[src/rtl/axi_cmp_pkg.sv]
// Shared definitions for the AXI write-channel lockstep comparator.
//   - Channel indices into per-channel vectors (AW, W, B).
//   - AXI burst type encodings.
//   - Payload width helpers, plus default-width localparams for AW=32, LENW=8, DW=64.
package axi_cmp_pkg;

  localparam int unsigned CH_AW  = 0;
  localparam int unsigned CH_W   = 1;
  localparam int unsigned CH_B   = 2;
  localparam int unsigned NUM_CH = 3;

  typedef enum logic [1:0] {
    FIXED = 2'b00,
    INCR  = 2'b01,
    WRAP  = 2'b10
  } burst_e;

  // AW payload = {addr, len, size[2:0], burst[1:0]}
  function automatic int unsigned aw_pl_width(input int unsigned aw, input int unsigned lenw);
    return aw + lenw + 5;
  endfunction

  // W payload = {data, strb, last}
  function automatic int unsigned w_pl_width(input int unsigned dw);
    return dw + dw / 8 + 1;
  endfunction

  // B payload = {resp}
  function automatic int unsigned b_pl_width();
    return 2;
  endfunction

  // Capture register width: the widest of the three payloads.
  function automatic int unsigned cap_width(input int unsigned aw, input int unsigned lenw,
                                            input int unsigned dw);
    int unsigned w;
    w = aw_pl_width(aw, lenw);
    if (w_pl_width(dw) > w) w = w_pl_width(dw);
    if (b_pl_width() > w) w = b_pl_width();
    return w;
  endfunction

  localparam int unsigned AW_PL_W = aw_pl_width(32, 8);
  localparam int unsigned W_PL_W  = w_pl_width(64);
  localparam int unsigned B_PL_W  = b_pl_width();

endpackage

[src/rtl/axi_wr_lockstep_cmp_chan.sv]
// cmp_chan: one channel of the lockstep comparator.
// Two DEPTH-entry FIFOs (side A, side B) absorb timing skew. When both heads
// are valid they are compared combinationally and popped together.
// Ports:
//   clk, resetn       clock, async active-low reset (flushes both FIFOs)
//   a_push, a_pl      side A handshake and payload
//   b_push, b_pl      side B handshake and payload
//   mism              this cycle's compare found a difference
//   ovf               a push hit a full FIFO that is not popping (beat dropped)
//   empty             both FIFOs empty
//   a_head, b_head    head payloads (only with AXI_CMP_CAPTURE_EN)
module cmp_chan #(
  parameter int unsigned PW    = 8,
  parameter int unsigned DEPTH = 4
) (
  input  logic          clk,
  input  logic          resetn,
  input  logic          a_push,
  input  logic [PW-1:0] a_pl,
  input  logic          b_push,
  input  logic [PW-1:0] b_pl,
  output logic          mism,
  output logic          ovf,
`ifdef AXI_CMP_CAPTURE_EN
  output logic [PW-1:0] a_head,
  output logic [PW-1:0] b_head,
`endif
  output logic          empty
);

  localparam int unsigned IW   = $clog2(DEPTH);
  localparam int unsigned PTRW = IW + 1;

  logic [PW-1:0]   mem_a [DEPTH];
  logic [PW-1:0]   mem_b [DEPTH];
  logic [PTRW-1:0] a_wp, a_rp, b_wp, b_rp;
  logic [PW-1:0]   a_hd, b_hd;
  logic            a_empty, b_empty, a_full, b_full;
  logic            pop, a_wr, b_wr;

  always_comb begin
    a_empty = (a_wp == a_rp);
    b_empty = (b_wp == b_rp);
    a_full  = (a_wp[IW] != a_rp[IW]) && (a_wp[IW-1:0] == a_rp[IW-1:0]);
    b_full  = (b_wp[IW] != b_rp[IW]) && (b_wp[IW-1:0] == b_rp[IW-1:0]);
    pop     = !a_empty && !b_empty;
    // A full FIFO that pops this cycle frees its head slot, so the push lands.
    a_wr    = a_push && (!a_full || pop);
    b_wr    = b_push && (!b_full || pop);
    ovf     = (a_push && a_full && !pop) || (b_push && b_full && !pop);
    a_hd    = mem_a[a_rp[IW-1:0]];
    b_hd    = mem_b[b_rp[IW-1:0]];
    mism    = pop && (a_hd != b_hd);
    empty   = a_empty && b_empty;
  end

`ifdef AXI_CMP_CAPTURE_EN
  assign a_head = a_hd;
  assign b_head = b_hd;
`endif

  always_ff @(posedge clk or negedge resetn) begin
    if (!resetn) begin
      a_wp <= '0;
      a_rp <= '0;
      b_wp <= '0;
      b_rp <= '0;
    end else begin
      if (a_wr) a_wp <= a_wp + PTRW'(1);
      if (b_wr) b_wp <= b_wp + PTRW'(1);
      if (pop) begin
        a_rp <= a_rp + PTRW'(1);
        b_rp <= b_rp + PTRW'(1);
      end
    end
  end

  // Storage needs no reset: pointers alone define which entries are live.
  always_ff @(posedge clk) begin
    if (a_wr) mem_a[a_wp[IW-1:0]] <= a_pl;
    if (b_wr) mem_b[b_wp[IW-1:0]] <= b_pl;
  end

endmodule

[src/rtl/axi_wr_lockstep_cmp.sv]
// axi_wr_lockstep_cmp: transaction-level lockstep comparator for two AXI
// write-channel implementations driven with identical stimulus.
// Each channel (AW, W, B) is compared pair-by-pair through a cmp_chan
// skew FIFO; this level keeps the sticky status.
// Ports:
//   clk, resetn             clock, async active-low reset
//   clear                   sync clear of sticky flags, counter, capture
//   a_*/b_*                 side A / side B AW, W, B channel signals
//   mismatch                sticky: some compared pair differed
//   mismatch_chan           {B,W,AW} one-hot(s) of the first mismatch
//   skew_err                sticky: a beat was dropped on a full FIFO
//   mismatch_cnt            saturating count of mismatching pairs
//   in_sync                 all six FIFOs empty
// Optional (macro AXI_CMP_CAPTURE_EN):
//   cap_a, cap_b, cap_valid head payloads of the first mismatch, zero-extended
module axi_wr_lockstep_cmp
  import axi_cmp_pkg::*;
#(
  parameter int unsigned AW    = 32,
  parameter int unsigned DW    = 64,
  parameter int unsigned LENW  = 8,
  parameter int unsigned DEPTH = 4,
  parameter int unsigned CNTW  = 16
) (
  input  logic            clk,
  input  logic            resetn,
  input  logic            clear,
  input  logic [AW-1:0]   a_awaddr,
  input  logic [LENW-1:0] a_awlen,
  input  logic [2:0]      a_awsize,
  input  logic [1:0]      a_awburst,
  input  logic            a_awvalid,
  input  logic            a_awready,
  input  logic [DW-1:0]   a_wdata,
  input  logic [DW/8-1:0] a_wstrb,
  input  logic            a_wlast,
  input  logic            a_wvalid,
  input  logic            a_wready,
  input  logic [1:0]      a_bresp,
  input  logic            a_bvalid,
  input  logic            a_bready,
  input  logic [AW-1:0]   b_awaddr,
  input  logic [LENW-1:0] b_awlen,
  input  logic [2:0]      b_awsize,
  input  logic [1:0]      b_awburst,
  input  logic            b_awvalid,
  input  logic            b_awready,
  input  logic [DW-1:0]   b_wdata,
  input  logic [DW/8-1:0] b_wstrb,
  input  logic            b_wlast,
  input  logic            b_wvalid,
  input  logic            b_wready,
  input  logic [1:0]      b_bresp,
  input  logic            b_bvalid,
  input  logic            b_bready,
  output logic            mismatch,
  output logic [2:0]      mismatch_chan,
  output logic            skew_err,
  output logic [CNTW-1:0] mismatch_cnt,
`ifdef AXI_CMP_CAPTURE_EN
  output logic [cap_width(AW, LENW, DW)-1:0] cap_a,
  output logic [cap_width(AW, LENW, DW)-1:0] cap_b,
  output logic            cap_valid,
`endif
  output logic            in_sync
);

  localparam int unsigned AW_PL = aw_pl_width(AW, LENW);
  localparam int unsigned W_PL  = w_pl_width(DW);
  localparam int unsigned B_PL  = b_pl_width();

  logic [AW_PL-1:0] aw_pl_a, aw_pl_b;
  logic [W_PL-1:0]  w_pl_a, w_pl_b;
  logic [B_PL-1:0]  b_pl_a, b_pl_b;
  logic [2:0]       m, ovf, empty;
  logic [1:0]       n_mism;
  logic [CNTW:0]    cnt_sum;
  logic [CNTW-1:0]  cnt_next;

  assign aw_pl_a = {a_awaddr, a_awlen, a_awsize, a_awburst};
  assign aw_pl_b = {b_awaddr, b_awlen, b_awsize, b_awburst};
  assign w_pl_a  = {a_wdata, a_wstrb, a_wlast};
  assign w_pl_b  = {b_wdata, b_wstrb, b_wlast};
  assign b_pl_a  = a_bresp;
  assign b_pl_b  = b_bresp;

`ifdef AXI_CMP_CAPTURE_EN
  localparam int unsigned CAP_W = cap_width(AW, LENW, DW);
  logic [AW_PL-1:0] aw_hd_a, aw_hd_b;
  logic [W_PL-1:0]  w_hd_a, w_hd_b;
  logic [B_PL-1:0]  b_hd_a, b_hd_b;
`endif

  cmp_chan #(.PW(AW_PL), .DEPTH(DEPTH)) u_aw (
    .clk    (clk),
    .resetn (resetn),
    .a_push (a_awvalid && a_awready),
    .a_pl   (aw_pl_a),
    .b_push (b_awvalid && b_awready),
    .b_pl   (aw_pl_b),
    .mism   (m[CH_AW]),
    .ovf    (ovf[CH_AW]),
`ifdef AXI_CMP_CAPTURE_EN
    .a_head (aw_hd_a),
    .b_head (aw_hd_b),
`endif
    .empty  (empty[CH_AW])
  );

  cmp_chan #(.PW(W_PL), .DEPTH(DEPTH)) u_w (
    .clk    (clk),
    .resetn (resetn),
    .a_push (a_wvalid && a_wready),
    .a_pl   (w_pl_a),
    .b_push (b_wvalid && b_wready),
    .b_pl   (w_pl_b),
    .mism   (m[CH_W]),
    .ovf    (ovf[CH_W]),
`ifdef AXI_CMP_CAPTURE_EN
    .a_head (w_hd_a),
    .b_head (w_hd_b),
`endif
    .empty  (empty[CH_W])
  );

  cmp_chan #(.PW(B_PL), .DEPTH(DEPTH)) u_b (
    .clk    (clk),
    .resetn (resetn),
    .a_push (a_bvalid && a_bready),
    .a_pl   (b_pl_a),
    .b_push (b_bvalid && b_bready),
    .b_pl   (b_pl_b),
    .mism   (m[CH_B]),
    .ovf    (ovf[CH_B]),
`ifdef AXI_CMP_CAPTURE_EN
    .a_head (b_hd_a),
    .b_head (b_hd_b),
`endif
    .empty  (empty[CH_B])
  );

  assign in_sync = &empty;

  // At most 3 added per cycle, so a carry out of CNTW bits means saturation.
  always_comb begin
    n_mism   = 2'(m[0]) + 2'(m[1]) + 2'(m[2]);
    cnt_sum  = {1'b0, mismatch_cnt} + (CNTW + 1)'(n_mism);
    cnt_next = cnt_sum[CNTW] ? '1 : cnt_sum[CNTW-1:0];
  end

  always_ff @(posedge clk or negedge resetn) begin
    if (!resetn) begin
      mismatch      <= 1'b0;
      mismatch_chan <= '0;
      skew_err      <= 1'b0;
      mismatch_cnt  <= '0;
    end else if (clear) begin
      mismatch      <= 1'b0;
      mismatch_chan <= '0;
      skew_err      <= 1'b0;
      mismatch_cnt  <= '0;
    end else begin
      if (|m) mismatch <= 1'b1;
      if (mismatch_chan == '0) mismatch_chan <= m;
      if (|ovf) skew_err <= 1'b1;
      mismatch_cnt <= cnt_next;
    end
  end

`ifdef AXI_CMP_CAPTURE_EN
  always_ff @(posedge clk or negedge resetn) begin
    if (!resetn) begin
      cap_a     <= '0;
      cap_b     <= '0;
      cap_valid <= 1'b0;
    end else if (clear) begin
      cap_a     <= '0;
      cap_b     <= '0;
      cap_valid <= 1'b0;
    end else if (!cap_valid && (|m)) begin
      cap_valid <= 1'b1;
      if (m[CH_AW]) begin
        cap_a <= CAP_W'(aw_hd_a);
        cap_b <= CAP_W'(aw_hd_b);
      end else if (m[CH_W]) begin
        cap_a <= CAP_W'(w_hd_a);
        cap_b <= CAP_W'(w_hd_b);
      end else begin
        cap_a <= CAP_W'(b_hd_a);
        cap_b <= CAP_W'(b_hd_b);
      end
    end
  end
`endif

endmodule
[config.mk]
export PLATFORM = sky130hd
export DESIGN_NAME = axi_wr_lockstep_cmp
export DESIGN_NICKNAME = d
export VERILOG_FILES = /design/src/rtl/axi_cmp_pkg.sv /design/src/rtl/axi_wr_lockstep_cmp_chan.sv /design/src/rtl/axi_wr_lockstep_cmp.sv
export SDC_FILE = /design/constraint.sdc
export NUM_CORES = 1
export LEC_CHECK = 0
export CORE_MARGIN = 5
export CORE_UTILIZATION = 35
export CTS_CLUSTER_SIZE = 16
export DETAILED_ROUTE_END_ITERATION = 6
export HOLD_SLACK_MARGIN = 0.05
export PLACE_DENSITY_LB_ADDON = 0.25
export SYNTH_ARGS = -nofsm -noshare
export SYNTH_HDL_FRONTEND = slang
export SYNTH_SLANG_ARGS = --single-unit
[constraint.sdc]
create_clock -name clk -period 4.4 [get_ports clk]
set_clock_uncertainty 0.1 [all_clocks]
set_input_delay 0.88 -clock clk [delete_from_list [all_inputs] [get_ports clk]]
set_output_delay 0.88 -clock clk [all_outputs]
set_load 0.01 [all_outputs]
==> run metrics, run 1 <==
status complete, but fails checks; failing checks setup timing; MaxCap Viol Count 0; core footprint around 0.11 mm²; DP Wirelength 58,500 µm; Worst IR Drop VDD around 0.00034 V; Slew headroom 24.1%; area share of the largest cell type after synthesis 73.9%; synthesized cell area 0.0390 mm²; Vias 18,500; Total GRT Usage between 15 and 20%; Avg Cell Area, Syn 22.5 µm²; R2R cell count 17; Gate power share 31.6%; hold_buf cts 0; Fillers 9,346; Sink Count 1,017; Max Transition Viols Final 0; row cnt ~120; type of the tightest min-delay check input pin to asynchronous set/reset pin; layout cell share with drive strength beyond 1 26.2%; RSZ-0062 raised after global routing true; cell count after synthesis 1,730; DIE WIDTH 344 µm; number of synthesized flops with an enable pin 960; vias in the first global route 20,200; Hold Fails Final Rpt 0; Detail Route Antenna Nets 0; Synth cell types 37; final setup vio count 15; First DRT Iteration DRCs 1,126; Ports between 200 and 300; syn_nets 2,019; area of the multi-input gates 0.00863 mm²; most frequent cell after synthesis edfxtp_1; Commonest cells post-synth 960 x edfxtp_1, 240 x mux4_2, 99 x xor2_1; PwrDens 631 mW/mm²; maximum clock frequency between 200 and 250 MHz; Total Die Area 0.118 mm²; Main synth FF type edfxtp_1; CP max FO 7; number of antenna violations at the first check in global routing 17; First-pass DRT Iterations 5; Starting Density a little over a third; cell internal pwr between 20,000 and 25,000 µW; crit path kind flop to flop; Final nets 2,504; TritonCTS clock tree built; CP required 4870 ps; sw power 8860 µW; ys async rst share 5.60%; fin crit period 4550 ps; top post-synthesis cells by area edfxtp_1 74%, mux4_2 14%, dfrtp_1 3.7%; CTS Buf Count 108; total gr overflow 0; Layout area overhead 25.1%; final wirelength between 90,000 and 100,000 µm; Final Hold Slack around 330 ps; Avg WL per Cell around 24 µm; register area 0.0303 mm²; cell taking the most area after synthesis edfxtp_1; worst-skew pair later-pin latency 670 ps; Final TNS setup -1850 ps; sequential share of power between 40% and 50%; Crit. End Element flop; Yosys reg bits 1,017; routability-driven placement congestion ratio 0.740; Clock Power Share roughly 28%; # DRC 0; Port-buffer cells 276; H-tree lvl count 3; Die Ht 344 µm; switching share of power 28.8%; vias per cell 4.87; Worst EP arrival 5030 ps; first-pass GRT wire length 132,000 µm; clock root buffer clkbuf_16; final worst slack -154 ps; largest net degree at the start of global routing 47; sequential-to-total area share from yosys stat between 70 and 80%; Static Leakage 0.0159 µW; pre-CTS WS -653 ps; Clk pin slew, worst setup/hold paths 60 ps; Slew @ Worst Pin between 1000 and 1500 ps; synth warn 0; Tcrit/Tclk final 104%; Max clock buf depth 3; Startpoint Class flop
[routing by layer]
metal,routed length (µm),vias up,GRT usage (%),part of all wire [%]
li1,-,8121,-,-
met1,36100,9763,19.2,40
met2,46500,438,26.3,52
met3,5400,153,3.57,6.0
met4,2010,20,4.07,2.2
met5,126,-,0,0.14
[sequential cells by signal, summed over array words and instances, names as in the netlist]
| name | count |
|---|---|
| u_aw.mem_a | 180 |
| u_w.mem_a | 292 |
| u_aw.mem_b | 180 |
| u_aw.a_wp | 3 |
| u_w.b_wp | 3 |
| u_w.mem_b | 292 |
| u_aw.b_wp | 3 |
| u_w.a_rp | 3 |
| u_aw.a_rp | 3 |
| mismatch_cnt | 16 |
| mismatch_chan | 3 |
| u_b.mem_a | 8 |
| u_b.a_wp | 3 |
| u_b.b_rp | 3 |
| u_w.a_wp | 3 |
| u_b.a_rp | 3 |
| u_b.b_wp | 3 |
| u_w.b_rp | 3 |
| mismatch | 1 |
| u_b.mem_b | 8 |
| u_aw.b_rp | 3 |
| skew_err | 1 |
[placed cells by master, fill, tap and decap left out, drive strengths merged, types with 2 or more instances in the layout]
cell type,Yosys,final
a21oi,19,19
a31oi,7,7
and2,24,24
and3,6,6
buf,33,154
bufinv,0,8
clkbuf,23,136
clkdlybuf4s50,0,275
clkinv,0,47
clkinvlp,0,6
dfrtp,57,57
diode,0,2
edfxtp,960,960
fa,2,2
ha,32,32
inv,20,24
mux2,6,6
mux4,240,240
nand2,32,32
nand3,10,10
nand4,16,16
nor2,22,22
nor3,10,10
nor4,19,19
o21ai,7,7
or3,3,4
xnor2,73,73
xor2,99,99
[stage by stage]
step | area [µm²] | cells | util (%) | total power [µW]
2_1_floorplan | 39000 | 1730 | - | 18300
3_3_place_gp | 44800 | 3555 | 40.5 | 21700
3_5_place_dp | 44800 | 3555 | 40.5 | 21800
4_1_cts | 48600 | 3771 | 43.9 | 31000
5_1_grt | 48800 | 3793 | 44.1 | 32400
6_report | 48800 | 3795 | 44.1 | 30800
[final timing paths]
check	from	slack, ps	to
worst max-delay path	u_aw.a_rp[0]	-150	mismatch_cnt[1]
worst min-delay path	resetn	330	mismatch_cnt[11]
worst max register to register	u_aw.a_rp[0]	-150	mismatch_cnt[1]
worst min register to register	u_w.b_wp[2]	390	u_w.b_wp[2]
max in group asynchronous	resetn	3030	u_w.b_rp[0]
min in group clk	u_w.b_wp[2]	390	u_w.b_wp[2]
[worst max-delay path, cell delays in order, from the launching register on]
cell     delay, ps
dfrtp_4        540
buf_12         170
buf_12         120
mux4_2         440
xor2_1         190
nor4_2         300
buf_4          160
nand4_1         80
buf_4          160
o31a_1         390
fa_2           570
ha_4           140
fa_2           230
nand3_4         90
nor2_4         130
nand2_2         80
or3_4          390
a21oi_1        170
[power groups by stage]
stage	clock network (µW)	logic, µW	registers [µW]
after floorplan	0	5950	12400
after global placement	0	9210	12500
after detailed placement	0	9290	12500
after CTS	8970	9700	12400
after global routing	9380	10600	12400
final	8720	9710	12300
[timing repair]
item	in CTS	in global routing
gates cloned	2	1
pin swaps	15	13
hold endpoints to repair	0	0
setup endpoints to repair	16	17
buffers inserted	14	22
resized for setup	34	13
[cell families after synthesis]
logic type	Yosys count	share of synthesized area [%]
adder cells (fa/ha/maj)	34	1.13
XOR/XNOR	172	3.86
buffers and inverters	76	0.876
multiplexers	246	14.0
AO/OA/AOI/OAI	41	0.619
AND/OR/NAND/NOR	144	1.91
flip-flops	1017	77.6
[final cells by class]
type / instances / area share, %
repair buffers: 430 / 9.27
multi-input cells: 638 / 17.7
flip-flops and latches: 1017 / 62.0
well taps: 1488 / 3.82
clock buffers: 135 / 5.79
diodes: 2 / 0.0103
clock inverters: 65 / 1.23
inverters: 20 / 0.154
(Power assumes the default switching activity.)
==> run 2, diff against run 1 <==
--- a/config.mk
+++ b/config.mk
@@ -5,8 +5,10 @@
 export SDC_FILE = /design/constraint.sdc
 export NUM_CORES = 1
 export LEC_CHECK = 0
+export CAP_MARGIN = 25
 export CORE_MARGIN = 5
 export CORE_UTILIZATION = 35
+export CTS_CLUSTER_DIAMETER = 40
 export CTS_CLUSTER_SIZE = 16
 export DETAILED_ROUTE_END_ITERATION = 6
 export HOLD_SLACK_MARGIN = 0.05
==> run 2 against run 1 <==
- sequential share of layout area is 1.7 points lower
- wire length up 0.30%
- highest routed layer unchanged
- sequential power barely moved
- critical endpoint is now mismatch_cnt[7]
- fmax fell by 0.35%
- largest cell class unchanged
- the flow still finishes with violations (setup timing)
- global-route usage is 0.15 points higher
==> run metrics, run 2 (synthesis results as in run 1) <==
vias per cell 4.87; total gr overflow 0; Port-buffer cells between 200 and 300; Avg WL per Cell 23.6 µm; Slew headroom 39.4%; Total GRT Usage 15.3%; worst-skew pair later-pin latency 720 ps; H-tree lvl count 4; Ports 277; Slew @ Worst Pin approximately 900 ps; core footprint 0.111 mm²; Total Die Area between 0.1 and 0.15 mm²; Static Leakage 0.0165 µW; Layout area overhead 28.6%; Gate power share 28.3%; crit path kind flop to flop; R2R cell count 17; number of antenna violations at the first check in global routing 15; final worst slack -170 ps; sw power around 9800 µW; Hold Fails Final Rpt 0; Max Transition Viols Final 0; status complete, but fails checks; Worst IR Drop VDD between 0.0003 and 0.0004 V; CP required 4930 ps; clock root buffer clkbuf_16; Clk pin slew, worst setup/hold paths 50 ps; First-pass DRT Iterations 7; Final Hold Slack 384 ps; RSZ-0062 raised after global routing true; maximum clock frequency 219 MHz; Final TNS setup -2080 ps; CP max FO 7; # DRC 0; cell internal pwr 23,700 µW; type of the tightest min-delay check flop to flop; Final nets between 2,000 and 3,000; most frequent cells in the layout 960 x edfxtp_1, 274 x clkdlybuf4s50_1, 240 x mux4_2, 143 x clkbuf_16, 98 x xor2_1; layout cell share with drive strength beyond 1 28.7%; Startpoint Class flop; fin crit period 4570 ps; DIE WIDTH 344 µm; routability-driven placement congestion ratio 0.740; row cnt 122; sequential share of power a little under two fifths; first-pass GRT wire length about 130,000 µm; largest net degree at the start of global routing 46; Max clock buf depth 3; WHS Path Cells 1; PwrDens 668 mW/mm²; MaxCap Viol Count 0; commonest non-fill, non-tap cell in the layout edfxtp_1; Worst EP arrival 5100 ps; TritonCTS clock tree built; Detail Route Antenna Nets 0; Clock Power Share approximately a third; First DRT Iteration DRCs 1,163; Sink Count 1,017; DP Wirelength 58,400 µm; vias in the first global route 20,300; Die Ht around 340 µm; Vias 18,700; Tcrit/Tclk final 104%; final setup vio count 16; Starting Density 35.2%; pre-CTS WS -750 ps; Total Power 33,500 µW; switching share of power 29.2%; final wirelength 90,400 µm; Crit. End Element flop; CTS Buf Count approximately 140; failing checks setup timing
-- run 2: cell count changes in the layout (fill, tap and decap cells not counted), moves of 6 or more --
cell | previous run | this run
buf_4 | 103 | 81
clkinv_1 | 23 | 6
bufinv_16 | 8 | 14
clkbuf_1 | 26 | 10
inv_6 | 3 | 23
clkbuf_16 | 110 | 143
clkinv_8 | 1 | 11
inv_8 | 1 | 10
-- run 2: area by class of cell --
class	count	area (µm²)
antenna	5	12.5
clock buffer	154	3630
clock inverter	106	1370
fill	9206	60500
inverter	20	75.1
multi-input combinational	638	8620
sequential	1017	30300
tap	1488	1860
timing repair buffer	406	4310
-- run 2: critical path, stage by stage, from the launching register on --
cell and delay [ps]:
dfrtp_4 500, buf_4 170, buf_12 130, mux4_2 510, xor2_1 190, nor3_2 240
buf_4 150, nand4_1 80, buf_4 160, o31a_1 400, fa_2 600, ha_4 140
fa_2 230, nand3_4 100, nor2_4 120, nand2_2 80, or3_4 410, a21oi_1 160
-- run 2: what timing repair did --
action / CTS / global route
endpoints found under the hold margin: 12 / 0
pin swaps: 11 / 6
resized for setup: 24 / 20
hold buffers: 1 / 0
endpoints found under the setup margin: 16 / 17
cloned: 1 / 0
buffers inserted: 6 / 5
-- run 2: final timing paths --
check | start | endpoint | slack [ps]
setup / recovery | u_aw.b_rp[0] | mismatch_cnt[7] | -170
hold / removal | u_w.b_wp[2] | u_w.b_wp[2] | 380
setup reg to reg | u_aw.b_rp[0] | mismatch_cnt[7] | -170
hold reg to reg | u_w.b_wp[2] | u_w.b_wp[2] | 380
max in group asynchronous | resetn | u_w.b_rp[0] | 3140
min in group asynchronous | resetn | u_b.a_wp[1] | 510
-- run 2: stage by stage --
step                cell area (µm²)  util [%]  std cells
detailed placement            44800      40.5       3556
global placement              44800      40.5       3555
CTS                           50000      45.2       3824
finish                        50200      45.3       3834
global route                  50200      45.3       3830
floorplan                     39000         -       1730
-- run 2: routing by layer --
layer  global-route usage [%]  part of all wire, %
met1                     19.3                   40
met2                     26.4                   52
met3                     3.78                  6.2
met4                     4.43                  2.0
met5                        0                0.070
-- run 2: power groups by stage --
stage          Combinational [µW]  Clock, µW  Sequential, µW
3_5_place_dp                 9290          0           12500
4_1_cts                      9560      12000           12400
3_3_place_gp                 9210          0           12500
5_1_grt                     10300      12400           12400
6_report                     9490      11700           12300
2_1_floorplan                5950          0           12400
